File: config.mk
export PLATFORM = sky130hd
export DESIGN_NAME = layer1_store_ctrl
export DESIGN_NICKNAME = d
export VERILOG_FILES = /design/src/rtl/layer1_store_ctrl.sv
export SDC_FILE = /design/constraint.sdc
export NUM_CORES = 1
export LEC_CHECK = 0
export BUFFER_PORTS_ARGS = -buffer_cell sky130_fd_sc_hd__buf_2
export CAP_MARGIN = 20
export CORE_ASPECT_RATIO = 1.2
export CORE_UTILIZATION = 50
export CTS_BUF_LIST = sky130_fd_sc_hd__clkbuf_16
export CTS_CLUSTER_DIAMETER = 100
export DETAILED_ROUTE_END_ITERATION = 10
export GPL_TIMING_DRIVEN = 0
export PLACE_DENSITY = 0.68
export SLEW_MARGIN = 10
export SYNTH_ARGS = -nofsm -noshare
export SYNTH_HDL_FRONTEND = slang
export SYNTH_SLANG_ARGS = --single-unit
File: constraint.sdc
create_clock -name CK -period 3.8 [get_ports CK]
set_input_delay 0.38 -clock CK [delete_from_list [all_inputs] [get_ports CK]]
set_output_delay 0.38 -clock CK [all_outputs]
set_load 0.005 [all_outputs]
File: src/rtl/layer1_store_ctrl.sv
// layer1_store_ctrl: write-side controller for the layer1 data buffer.
// Packs LANES consecutive DW-bit results into one SRAM word and writes it
// on port A at consecutive (wrapping) addresses from a programmable base.
// Optional build macro: LAYER1_STORE_RELU_EN (negative results stored as 0).
module layer1_store_ctrl #(
  parameter int DEPTH = 912,
  parameter int AW    = 10,
  parameter int LANES = 8,
  parameter int DW    = 16
) (
  input  logic                 CK,
  input  logic                 RSTN,
  input  logic                 start,
  input  logic [AW-1:0]        base_addr,
  input  logic [AW-1:0]        word_count,
  input  logic                 flush,
  input  logic                 in_valid,
  output logic                 in_ready,
  input  logic signed [DW-1:0] in_data,
  output logic [AW-1:0]        sram_A,
  output logic [LANES*DW-1:0]  sram_DIA,
  output logic                 sram_WEAN,
  output logic                 sram_OEA,
  output logic                 busy,
  output logic                 done,
  output logic                 err
);

  localparam int LW = (LANES > 1) ? $clog2(LANES) : 1;
  localparam int PW = LANES * DW;
  localparam logic [LW-1:0] LAST_LANE = LW'(LANES - 1);
  localparam logic [AW-1:0] LAST_ADDR = AW'(DEPTH - 1);
  localparam logic [AW-1:0] DEPTH_W   = AW'(DEPTH);

  typedef enum logic [1:0] {
    S_IDLE,
    S_RUN,
    S_FLUSH,
    S_DONE
  } state_t;

  state_t          state_q, state_d;
  logic [LW-1:0]   lane_cnt_q, lane_cnt_d;
  logic [AW-1:0]   word_idx_q, word_idx_d;
  logic [AW-1:0]   word_cnt_q, word_cnt_d;
  logic [AW-1:0]   addr_q, addr_d;
  logic [PW-1:0]   pack_q, pack_d;
  logic [AW-1:0]   sram_a_q, sram_a_d;
  logic [PW-1:0]   sram_dia_q, sram_dia_d;
  logic            sram_wean_q, sram_wean_d;
  logic            err_q, err_d;

  logic            last_strobe;
  logic            ready_c;
  logic            accept;
  logic            have_partial;
  logic [AW-1:0]   addr_nx;
  logic [PW-1:0]   pack_ins;
  logic [PW-1:0]   fill;

  // Value written into a lane; optionally clamps negative results to zero.
  function automatic logic [DW-1:0] store_val(input logic signed [DW-1:0] v);
`ifdef LAYER1_STORE_RELU_EN
    store_val = (v < 0) ? '0 : v;
`else
    store_val = v;
`endif
  endfunction

  function automatic logic [AW-1:0] next_addr(input logic [AW-1:0] a);
    next_addr = (a == LAST_ADDR) ? '0 : a + 1'b1;
  endfunction

  // A zero word count requests a full-buffer frame.
  function automatic logic [AW-1:0] frame_len(input logic [AW-1:0] wc);
    frame_len = (wc == '0) ? DEPTH_W : wc;
  endfunction

  // Next-state, packing, strobe scheduling and counter updates.
  always_comb begin
    state_d     = state_q;
    lane_cnt_d  = lane_cnt_q;
    word_idx_d  = word_idx_q;
    word_cnt_d  = word_cnt_q;
    addr_d      = addr_q;
    pack_d      = pack_q;
    sram_a_d    = sram_a_q;
    sram_dia_d  = sram_dia_q;
    sram_wean_d = 1'b1;
    err_d       = err_q;

    // The strobe for the final word closes the input in the same cycle.
    last_strobe = !sram_wean_q && (word_idx_q == word_cnt_q - 1'b1);
    ready_c     = (state_q == S_RUN) && (word_idx_q < word_cnt_q) && !last_strobe;
    accept      = in_valid && ready_c;

    // Address of the word currently being packed, already past any live strobe.
    addr_nx = sram_wean_q ? addr_q : next_addr(addr_q);

    pack_ins = pack_q;
    pack_ins[int'(lane_cnt_q)*DW +: DW] = store_val(in_data);
    fill         = accept ? pack_ins : pack_q;
    have_partial = accept || (lane_cnt_q != '0);

    if (!sram_wean_q) begin
      addr_d     = next_addr(addr_q);
      word_idx_d = word_idx_q + 1'b1;
    end

    case (state_q)
      S_RUN: begin
        if (last_strobe) begin
          state_d = S_DONE;
        end else if (flush) begin
          // Accepted result (if any) joins the word before it is flushed.
          if (have_partial) begin
            sram_wean_d = 1'b0;
            sram_a_d    = addr_nx;
            sram_dia_d  = fill;
            state_d     = S_FLUSH;
          end else begin
            state_d = S_DONE;
          end
          lane_cnt_d = '0;
          pack_d     = '0;
        end else if (accept) begin
          if (lane_cnt_q == LAST_LANE) begin
            sram_wean_d = 1'b0;
            sram_a_d    = addr_nx;
            sram_dia_d  = pack_ins;
            lane_cnt_d  = '0;
            pack_d      = '0;
          end else begin
            pack_d     = pack_ins;
            lane_cnt_d = lane_cnt_q + 1'b1;
          end
        end
      end
      S_FLUSH: state_d = S_DONE;
      S_DONE:  state_d = S_IDLE;
      default: state_d = S_IDLE;
    endcase

    // A new frame overrides everything; an in-flight partial word is dropped.
    if (start) begin
      state_d     = S_RUN;
      lane_cnt_d  = '0;
      word_idx_d  = '0;
      word_cnt_d  = frame_len(word_count);
      addr_d      = base_addr;
      pack_d      = '0;
      sram_wean_d = 1'b1;
      if ((state_q == S_RUN) || (state_q == S_FLUSH)) begin
        err_d = 1'b1;
      end
    end
  end

  // State and datapath registers with asynchronous clear.
  always_ff @(posedge CK or negedge RSTN) begin
    if (!RSTN) begin
      state_q     <= S_IDLE;
      lane_cnt_q  <= '0;
      word_idx_q  <= '0;
      word_cnt_q  <= '0;
      addr_q      <= '0;
      pack_q      <= '0;
      sram_a_q    <= '0;
      sram_dia_q  <= '0;
      sram_wean_q <= 1'b1;
      err_q       <= 1'b0;
    end else begin
      state_q     <= state_d;
      lane_cnt_q  <= lane_cnt_d;
      word_idx_q  <= word_idx_d;
      word_cnt_q  <= word_cnt_d;
      addr_q      <= addr_d;
      pack_q      <= pack_d;
      sram_a_q    <= sram_a_d;
      sram_dia_q  <= sram_dia_d;
      sram_wean_q <= sram_wean_d;
      err_q       <= err_d;
    end
  end

  assign in_ready  = ready_c;
  assign sram_A    = sram_a_q;
  assign sram_DIA  = sram_dia_q;
  assign sram_WEAN = sram_wean_q;
  assign sram_OEA  = 1'b0;
  assign busy      = (state_q == S_RUN) || (state_q == S_FLUSH);
  assign done      = (state_q == S_DONE);
  assign err       = err_q;

endmodule

Word-level counts from Yosys, hierarchy flattened:

Cells that the tools add are included.

* flip-flop bits (word level): 303
* output and inout port bits: 144
* word-level logic and storage cells: 86

* add/sub/neg operators: 5
* order comparisons: 1
* equal/unequal tests: 10
* shift operators: 2
* muxes and demuxes: 40
* bitwise operators: 1
* reduce and logical (&&, ||, !) cells: 17

Operators with widths (number)
* 2-to-1 mux 128 bit: 11
* bitwise mux 128 bit: 1
* variable shift 16 x 33 -> 128 bit (first input constant): 1
* indexed part select 16 x 33 -> 128 bit: 1
* 2-to-1 mux 10 bit: 10
* negator 7 -> 33 bit: 1
* adder 10 x 1 -> 10 bit (second input constant): 2
* 2-to-1 mux 3 bit: 6
* == test 10 bit: 1
* == test 10 bit (second input constant): 1
* logical NOT 10 bit: 1
* < comparator 10 bit: 1
* subtractor 10 x 1 -> 10 bit (second input constant): 1
* 2-to-1 mux 1 bit: 8
* 2-to-1 mux 2 bit: 3
* nonzero test 2 bit: 3
* nonzero test 3 bit: 2
* AND reduction 5 bit: 1
* == test 2 bit (second input constant): 2
* logical AND 1 bit: 4
* inequality test 2 bit (second input constant): 2
* inequality test 4 bit (second input constant): 1
* one-hot mux 2 bit (2 select lines): 1
* adder 3 x 1 -> 3 bit (second input constant): 1
* other kinds (8): 10

Logic depth before layout (Yosys ltp):

Gate-level depths: netlist of run 1.

* depth in word-level cells: 12
* depth in mapped cells: 14
* depth with buffers taken out: 9

Least setup slack after synthesis of run 1:

No wires, ideal clock.

* path kind: reg2reg
* start point: register lane_cnt_q[0]
* end point: register sram_dia_q[66] (netlist: sram_DIA[66])
* data arrival time: 2.770 ns
* slack: 0.948 ns
* cell stages (with the launch flop): 11
* clock period less this slack: 2.852 ns
* cell sequence: dfrtp_1 -> inv_1 -> ha_1 -> ha_1 -> or4b_2 -> a21oi_1 -> nor2b_1 -> a41oi_1 -> clkbuf_1 -> a21bo_2 -> a31oi_1

* word-level cells in the longest chain between the ends: 6
* elaborated cells between the ends (all ways): 15
* classes of those cells: 1 x add/sub; 2 x eq/ne; 2 x shift; 6 x mux; 4 x reduce/logical

RTL lines
* start, declared: RTL line 43 `logic [LW-1:0] lane_cnt_q, lane_cnt_d;`
* start signal, assigned: RTL line 174 `lane_cnt_q <= lane_cnt_d;`
* negator 7 -> 33 bit: RTL line 101 `pack_ins[int'(lane_cnt_q)*DW +: DW] = store_val(in_data);`
* indexed part select 16 x 33 -> 128 bit / variable shift 16 x 33 -> 128 bit (equally long branches): RTL line 101
* bitwise mux 128 bit: RTL line 101
* 2-to-1 mux 128 bit, on equally long branches: RTL line 127, 102
* 2-to-1 mux 128 bit, on equally long branches: RTL line 126, 116
* 2-to-1 mux 128 bit: RTL line 114 `end else if (flush) begin`
* end signal, assigned: RTL line 180 `sram_dia_q <= sram_dia_d;`
* end, declared: RTL line 49 `logic [PW-1:0] sram_dia_q, sram_dia_d;`

Parallel ways exist; a longest one is shown, timed or not. The select of a mux whose other input is x is not followed.
A chain may end at the register's enable or synchronous reset.

Worst setup path in the final report of run 1:

* start point: register word_cnt_q[0]
* end point: output in_ready

* word-level cells in the longest chain between the ends: 5
* elaborated cells between the ends (all ways): 7
* classes of those cells: 1 x add/sub; 1 x order compare; 1 x eq/ne; 4 x reduce/logical

RTL lines
* start, declared: RTL line 45 `logic [AW-1:0] word_cnt_q, word_cnt_d;`
* start signal, assigned: RTL line 176 `word_cnt_q <= word_cnt_d;`
* subtractor 10 x 1 -> 10 bit: RTL line 93 `last_strobe = !sram_wean_q && (word_idx_q == word_cnt_q - 1'b1);`
* == test 10 bit: RTL line 93
* logical AND 1 bit: RTL line 93
* logical NOT 1 bit: RTL line 94 `ready_c = (state_q == S_RUN) && (word_idx_q < word_cnt_q) && !last_strobe;`
* logical AND 1 bit (*): RTL line 94
* end, declared: RTL line 18 `output logic in_ready,`

Every way passes the cells marked *; elsewhere a longest branch is shown, timed or not.

==> flow_metrics.py, run 1 <==
metrics = {
    "sta": {
        "final.setup.tns_ns": 0,
        "worst_slew_margin_rel": 0.372,
        "final_critical_path_setup_slack_ns": 0.289,
        "final_period_util": 0.924,
        "max_slew.worst_pin.slew_ns": 0.933,
        "timing.clock.skew_ns": 0.0331,
        "hold_fails_final_rpt": 0,
        "timing_max_transition_violations_final": 0,
        "unrepaired_setup_endpoints_after_global_routing": "false",
        "fmax_mhz": 285,
        "report.final.setup_viol": 0,
        "final.hold.worst_slack_ns": 0.0414,
        "min_period_ns": 3.51,
    },
    "cts": {
        "worstSkewPairLatency_ns": 0.58,
        "cts_setup_buffers": 0,
        "cts_num_sinks": 303,
        "tritoncts": "yes",
        "cts_inserted_buffers": 31,
        "clock_tree.htree_level_count": 1,
        "cts.path.max_buffers": 3,
        "worst_setup_hold_path_clk_slew_ns": 0.06,
        "clock_tree.root_cell": "sky130_fd_sc_hd__clkbuf_16",
    },
    "placed_design": {
        "post_detailed_placement_half_perimeter_wirelength_um": 29800,
        "portbufs": 182,
        "dpl-instance-area_sq_um": 16200,
        "routability_congestion_estimate": 0.873,
        "pre_cts_ws_ns": -0.251,
    },
    "detailed_routing": {
        "route.detailed.wl_per_inst_um": 21.0,
        "drtPass1Iterations": 5,
        "drc": 0,
        "vias_per_cell": 6.03,
        "total_wire_length_after_detailed_routing_um": 42900,
        "detail-route-antenna-nets": 0,
        "route.vias.total": 12300,
        "drt_iter0_markers": 797,
    },
    "yosys": {
        "syn-instance-count": 1417,
        "syn_area_sq_um": 14700,
        "share_of_the_yosys_chip_area_belonging_to_registers": 0.516,
        "synth_area_per_cell_sq_um": 10.4,
        "post_synthesis_cell_type_count": 65,
        "post_synthesis_net_count": 1481,
        "synth_top_cell_area_share": 0.514,
        "synth_top_cell_by_area": "sky130_fd_sc_hd__dfrtp_1",
        "count_of_state_elements_after_synthesis": 303,
        "synth_top_cells_by_area": "sky130_fd_sc_hd__dfrtp_1 51%, sky130_fd_sc_hd__a31oi_1 5.4%, sky130_fd_sc_hd__o2bb2ai_1 5.1%",
        "post_synth_edffs": 0,
        "ys_warn_count": 0,
        "dominantRegCellSynth": "sky130_fd_sc_hd__dfrtp_1",
        "synthArstFlopShare": 1.00,
    },
    "critical_path": {
        "timing.critical_path.required_ns": 3.42,
        "path_class": "register to output pin",
        "critical_path.startpoint_type": "register",
        "timing.critical_path.mode_cell": "sky130_fd_sc_hd__buf_2",
        "timing.critical_path.slowest_cell_delay_ns": 0.46,
        "timing.critical_path.cells": "inv_1 > ha_1 > or4b_1 > a2111oi_0 > or2_2 > o2111ai_1 > buf_2 > o21ai_1 > nor2_1 > buf_2",
        "worst_path_max_delay_cell": "sky130_fd_sc_hd__or4b_1",
        "worstPathMaxFanout": 10,
        "crit_path_end_kind": "output pin",
        "timing.critical_path.arrival_ns": 3.13,
        "r2r_start": "word_cnt_q[0]",
        "crit_path_start": "word_cnt_q[0]",
        "family_with_the_most_delay_on_the_worst_path": "compound AO/OA/AOI/OAI gates",
        "critical_path.n_buffers_inverters": 3,
    },
    "run": {
        "cap_violations": 0,
    },
    "cells_and_area": {
        "finalNetCount": 1699,
        "post_route_cells_drive_above_1_share": 0.219,
        "num-fill-cells": 2477,
        "area_growth_pct": 16.8,
        "finalInstanceArea_sq_um": 17200,
    },
    "floorplanning": {
        "core_region_area_sq_um": 28800,
        "boundaryPins": 185,
        "die_height_um": 190,
        "fp-row-count": 68,
        "die-area_sq_um": 30100,
        "start_util": 0.510,
        "die_width_um": 159,
    },
    "run_status": {
        "outcome": "completed",
    },
    "global_route": {
        "globalRouteOverflowTotal": 0,
        "global_route_wire_length_before_repair_um": 67800,
        "grt_pass1_vias": 12100,
        "grt_max_degree": 111,
        "antenna_violations_before_repair": 2,
        "groute.usage.overall": 0.292,
    },
    "power_and_ir_drop": {
        "p_leak_uw": 0.00722,
        "vdd.ir_drop.worst_v": 0.000361,
        "powerDensity_nw_per_um2": 614,
    },
    "worst_hold_path": {
        "min-delay-start": "base_addr[7]",
        "hold_path.class": "primary input to register",
    },
}
[layout by cell type (no fill, tap or decap), types with 7 or more instances in the layout]
cell                        netlist  routed
sky130_fd_sc_hd__dfrtp_1        302     302
sky130_fd_sc_hd__buf_2           38     220
sky130_fd_sc_hd__nor2_1         152     152
sky130_fd_sc_hd__nand3_1        136     136
sky130_fd_sc_hd__a31oi_1        128     128
sky130_fd_sc_hd__a21o_1          99      99
sky130_fd_sc_hd__o2bb2ai_1       86      86
sky130_fd_sc_hd__nand2_1         80      80
sky130_fd_sc_hd__clkbuf_1        55      55
sky130_fd_sc_hd__a22o_1          32      32
sky130_fd_sc_hd__a21bo_2         32      32
sky130_fd_sc_hd__clkbuf_16        0      31
sky130_fd_sc_hd__inv_1           25      30
sky130_fd_sc_hd__ha_1            23      23
sky130_fd_sc_hd__o21ai_0         15      14
sky130_fd_sc_hd__a21oi_1         14      14
sky130_fd_sc_hd__xor2_1          13      13
sky130_fd_sc_hd__nor2b_1         12      12
sky130_fd_sc_hd__buf_6           11      11
sky130_fd_sc_hd__nor3_1          11      11
sky130_fd_sc_hd__mux2_2          11      11
sky130_fd_sc_hd__and3_1          10      10
sky130_fd_sc_hd__o2bb2ai_2       10      10
sky130_fd_sc_hd__a41oi_1          9       9
sky130_fd_sc_hd__nand4_1          9       9
sky130_fd_sc_hd__clkinv_2         0       9
sky130_fd_sc_hd__xnor2_1          8       8
sky130_fd_sc_hd__buf_1           10       8
sky130_fd_sc_hd__o22ai_4          8       8
sky130_fd_sc_hd__clkinv_1         1       7
[worst min-delay path, stage by stage]
cell and delay (ns):
sky130_fd_sc_hd__buf_2 0.08, sky130_fd_sc_hd__nand2_1 0.04, sky130_fd_sc_hd__o21ai_0 0.06
[metrics by stage]
step	power (uW)	util	instances
2_1_floorplan	6080	-	1417
5_1_grt	11200	0.596	2045
3_3_place_gp	7500	0.558	1984
3_5_place_dp	7590	0.561	1986
6_report	10500	0.596	2046
4_1_cts	10600	0.596	2045
[per-layer routing]
metal	wire length (um)	part of all wire	track usage
met2	20600	0.48	0.471
met1	18500	0.43	0.402
met5	13	0.00030	0
met3	2230	0.052	0.0330
met4	1590	0.037	0.112
[report_power, final]
group / internal (uW) / switching (uW)
Sequential: 4030 / 550
Clock: 1690 / 1320
Combinational: 1280 / 1670
[cells by family (layout without fill, tap and decap cells)]
kind of cell	Yosys count	in the layout	synth area share
AOI/OAI and AO/OA	462	462	0.251
xor gates and xnor gates	21	21	0.0125
and+or+nand+nor	444	444	0.141
adders and majority gates	23	23	0.0196
other	1	2	0.000255
buffers and inverters	146	389	0.0476
DFF	303	303	0.516
muxes	17	17	0.0125
[cells in the mapped netlist, drive strengths merged (3+ instances only)]
| master | number |
|---|---|
| dfrtp | 302 |
| nor2 | 152 |
| nand3 | 141 |
| a31oi | 128 |
| a21o | 99 |
| o2bb2ai | 96 |
| nand2 | 80 |
| buf | 65 |
| clkbuf | 55 |
| a21bo | 32 |
| a22o | 32 |
| inv | 25 |
| ha | 23 |
| o21ai | 15 |
| a21oi | 14 |
| xor2 | 13 |
| nor2b | 12 |
| mux2 | 11 |
| nor3 | 11 |
| and3 | 10 |
| o22ai | 10 |
| a41oi | 9 |
| nand4 | 9 |
| xnor2 | 8 |
| and2 | 6 |
| mux2i | 6 |
| or2 | 5 |
| or3 | 4 |
| a211o | 3 |
| a221oi | 3 |
| nand2b | 3 |
| o21a | 3 |
| o41ai | 3 |
| or4 | 3 |
[final timing paths]
kind                       cells after the start            end  slack [ns]
max reg2reg                                   10   sram_DIA[44]        0.30
max in group asynchronous                      3   sram_DIA[57]        2.35
min in group asynchronous                      2  word_cnt_q[6]        0.45
max                                           10       in_ready        0.29
min                                            3      addr_q[7]        0.04
min reg2reg                                    1            err        0.45
[flip-flops by register name, indices dropped and copies added, names as in the netlist]
signal      cells
lane_cnt_q      3
addr_q         10
sram_WEAN       1
err             1
state_q         2
word_idx_q     10
pack_q        128
word_cnt_q     10
sram_A         10
sram_DIA      128
[final cells by class]
cell class                 count  area [sq um]  share of cell area
inverter                      26          97.6             0.00568
buffer                       120           606              0.0352
sequential                   303          7580               0.441
antenna                        1          2.50            0.000146
timing repair buffer         185           986              0.0574
multi-input combinational    968          6440               0.375
clock inverter                27           213              0.0124
clock buffer                  31           776              0.0451
tap                          385           482              0.0280
[timing repair]
action,CTS,global route
endpoints found under the setup margin,88,86
gates resized for setup,2,3
hold endpoints to repair,94,0
hold buffers,1,0
Power figures use the tool's default switching activity.
==> run 2: changes to the inputs <==
--- a/config.mk
+++ b/config.mk
@@ -7,13 +7,15 @@
 export LEC_CHECK = 0
 export BUFFER_PORTS_ARGS = -buffer_cell sky130_fd_sc_hd__buf_2
 export CAP_MARGIN = 20
+export CELL_PAD_IN_SITES_DETAIL_PLACEMENT = 0
+export CELL_PAD_IN_SITES_GLOBAL_PLACEMENT = 1
 export CORE_ASPECT_RATIO = 1.2
-export CORE_UTILIZATION = 50
+export CORE_UTILIZATION = 30
 export CTS_BUF_LIST = sky130_fd_sc_hd__clkbuf_16
 export CTS_CLUSTER_DIAMETER = 100
 export DETAILED_ROUTE_END_ITERATION = 10
 export GPL_TIMING_DRIVEN = 0
-export PLACE_DENSITY = 0.68
+export PLACE_DENSITY = 0.54
 export SLEW_MARGIN = 10
 export SYNTH_ARGS = -nofsm -noshare
 export SYNTH_HDL_FRONTEND = slang
==> run 2 against run 1 <==
Combinational power rose by 2%; sequential power barely moved; sequential share of layout area fell by 1.1 points; setup slack got worse by 0.10 ns; core utilization fell by 23 points; power rose by 3.2%; largest cell class unchanged; largest power group unchanged.
==> flow_metrics.py, run 2 (synthesis gave the netlist of run 1 again) <==
metrics = {
    "sta": {
        "final.setup.tns_ns": 0,
        "timing.clock.skew_ns": 0.0255,
        "final_period_util": 0.950,
        "unrepaired_setup_endpoints_after_global_routing": "false",
        "max_slew.worst_pin.slew_ns": 0.901,
        "timing_max_transition_violations_final": 0,
        "report.final.setup_viol": 0,
        "hold_fails_final_rpt": 0,
        "min_period_ns": 3.61,
        "worst_slew_margin_rel": 0.395,
        "fmax_mhz": 277,
    },
    "power_and_ir_drop": {
        "finalPower_uw": 10900,
        "power.combinational.fraction": 0.277,
        "p_leak_uw": 0.00730,
        "vdd.ir_drop.worst_v": 0.000270,
        "power.share.switching": 0.340,
        "share_clk_of_total_power": 0.300,
        "powerDensity_nw_per_um2": 617,
        "internal-power_uw": 7180,
        "net-switching-power_uw": 3690,
        "power.sequential.fraction": 0.423,
    },
    "critical_path": {
        "worst-r2r-cell-count": 10,
        "timing.critical_path.slowest_cell_delay_ns": 0.60,
        "critical_path.startpoint_type": "register",
        "timing.critical_path.arrival_ns": 3.98,
        "timing.critical_path.cells": "inv_1 > ha_1 > nor2b_1 > a221oi_1 > or2_2 > o2111a_1 > a221oi_4 > buf_2 > buf_1 > a31oi_1",
        "timing.critical_path.required_ns": 4.17,
        "worstPathMaxFanout": 10,
        "r2r_start": "word_cnt_q[1]",
        "critical_path.n_buffers_inverters": 3,
        "family_with_the_most_delay_on_the_worst_path": "compound AO/OA/AOI/OAI gates",
        "r2r_end": "sram_DIA[48]",
        "flop2flop_setup_slack_ns": 0.19,
        "worst_path_max_delay_cell": "sky130_fd_sc_hd__a221oi_4",
        "path_class": "register to register",
        "crit_path_end_kind": "register",
    },
    "placed_design": {
        "post_detailed_placement_half_perimeter_wirelength_um": 35800,
        "portbufs": 182,
        "routability_congestion_estimate": 0.796,
    },
    "detailed_routing": {
        "detail-route-antenna-nets": 0,
        "route.detailed.wl_per_inst_um": 22.1,
        "total_wire_length_after_detailed_routing_um": 50600,
        "drtPass1Iterations": 5,
        "drt_iter0_markers": 600,
        "drc": 0,
        "vias_per_cell": 5.23,
        "route.vias.total": 12000,
    },
    "cts": {
        "cts_setup_buffers": 0,
        "worstSkewPairLatency_ns": 0.54,
        "cts.path.max_buffers": 3,
        "cts_num_sinks": 303,
        "clock_tree.htree_level_count": 2,
        "clock_tree.root_cell": "sky130_fd_sc_hd__clkbuf_16",
        "cts_inserted_buffers": 36,
        "tritoncts": "yes",
        "worst_setup_hold_path_clk_slew_ns": 0.06,
    },
    "global_route": {
        "groute.usage.overall": 0.205,
        "grt_pass1_vias": 12300,
        "grt_max_degree": 100,
        "global_route_wire_length_before_repair_um": 77600,
        "globalRouteOverflowTotal": 0,
        "antenna_violations_before_repair": 1,
    },
    "worst_hold_path": {
        "worst_hold_path.endpoint": "addr_q[9]",
        "min-delay-start": "base_addr[9]",
        "worstHoldPathCells": 3,
        "hold_path.class": "primary input to register",
    },
    "floorplanning": {
        "start_util": 0.305,
        "boundaryPins": 185,
        "core_region_area_sq_um": 48200,
        "die_height_um": 245,
        "die_width_um": 204,
        "fp-row-count": 88,
        "die-area_sq_um": 49900,
    },
    "cells_and_area": {
        "finalNetCount": 1705,
        "most-common-layout-cells": "302 x sky130_fd_sc_hd__dfrtp_1, 221 x sky130_fd_sc_hd__buf_2, 152 x sky130_fd_sc_hd__nor2_1",
        "post_route_cells_drive_above_1_share": 0.223,
        "most_frequent_standard_cell_in_the_layout_excluding_fill_and_tap_cells": "sky130_fd_sc_hd__dfrtp_1",
        "area_growth_pct": 19.8,
    },
    "run_status": {
        "outcome": "completed",
    },
    "run": {
        "cap_violations": 0,
    },
}
run 2: cell types whose count changed in the layout (fill, tap and decap cells not counted), moves of 2 or more:
cell and delta:
sky130_fd_sc_hd__clkbuf_16 +7, sky130_fd_sc_hd__clkinv_2 -6, sky130_fd_sc_hd__buf_1 -4, sky130_fd_sc_hd__clkbuf_2 +4
sky130_fd_sc_hd__inv_1 +3, sky130_fd_sc_hd__bufinv_16 -2
run 2: routing by layer:
| layer | vias to the layer above | wire length, um | track usage |
|---|---|---|---|
| met1 | 5989 | 22400 | 0.271 |
| met4 | 2 | 1770 | 0.0742 |
| li1 | 5673 | - | - |
| met3 | 72 | 2110 | 0.0318 |
| met5 | - | 17 | 0 |
| met2 | 264 | 24400 | 0.336 |
run 2: layout make-up:
cell class / instances / area, sq um
diodes: 2 / 5.00
plain buffers: 120 / 612
clock buffers: 38 / 951
clock inverters: 21 / 130
fillers: 4974 / 30600
inverters: 26 / 97.6
multi-input cells: 968 / 6450
flip-flops and latches: 303 / 7580
well taps: 630 / 788
repair buffers: 186 / 1010
run 2: power by group through the flow:
| stage | Combinational (uW) | Sequential [uW] | Clock (uW) |
|---|---|---|---|
| 2_1_floorplan | 1520 | 4560 | 0 |
| 3_3_place_gp | 3050 | 4650 | 0 |
| 3_5_place_dp | 3060 | 4670 | 0 |
| 4_1_cts | 3090 | 4620 | 3360 |
| 5_1_grt | 3380 | 4710 | 3470 |
| 6_report | 3020 | 4600 | 3260 |
run 2: worst register-to-register path, delay by kind of cell (launching register included):
kind / cells / cell delay [ns]
AOI/OAI and AO/OA: 4 / 1.22
DFF: 1 / 0.37
adders and majority gates: 1 / 0.19
and+or+nand+nor: 2 / 0.62
buffers and inverters: 3 / 1.07
run 2: stage by stage:
stage	worst slack [ns]	cell area [sq um]	util	instances	hold slack, ns
4_1_cts	0.0387	17600	0.365	2292	0.0436
5_1_grt	0.0311	17600	0.365	2292	0.0670
2_1_floorplan	0.948	14700	-	1417	0.0844
6_report	0.189	17600	0.366	2294	0.0650
3_5_place_dp	-0.526	16500	0.342	2232	0.312
3_3_place_gp	-3.92	16400	0.340	2229	0.435
run 2: worst max-delay path by stage:
stage	depth (start not counted)	start	end	slack, ns
4_1_cts	10	word_cnt_q[0]	in_ready	0.04
2_1_floorplan	10	lane_cnt_q[0]	sram_DIA[66]	0.95
6_report	10	word_cnt_q[1]	sram_DIA[48]	0.19
5_1_grt	9	lane_cnt_q[0]	sram_DIA[14]	0.03
3_5_place_dp	9	word_cnt_q[6]	sram_DIA[110]	-0.53
3_3_place_gp	1	RSTN	sram_DIA[103]	-3.92
run 2: timing repair:
item	4_1_cts	5_1_grt
hold buffers	1	0
resized for setup	4	9
hold endpoints to repair	40	0
setup endpoints to repair	135	93
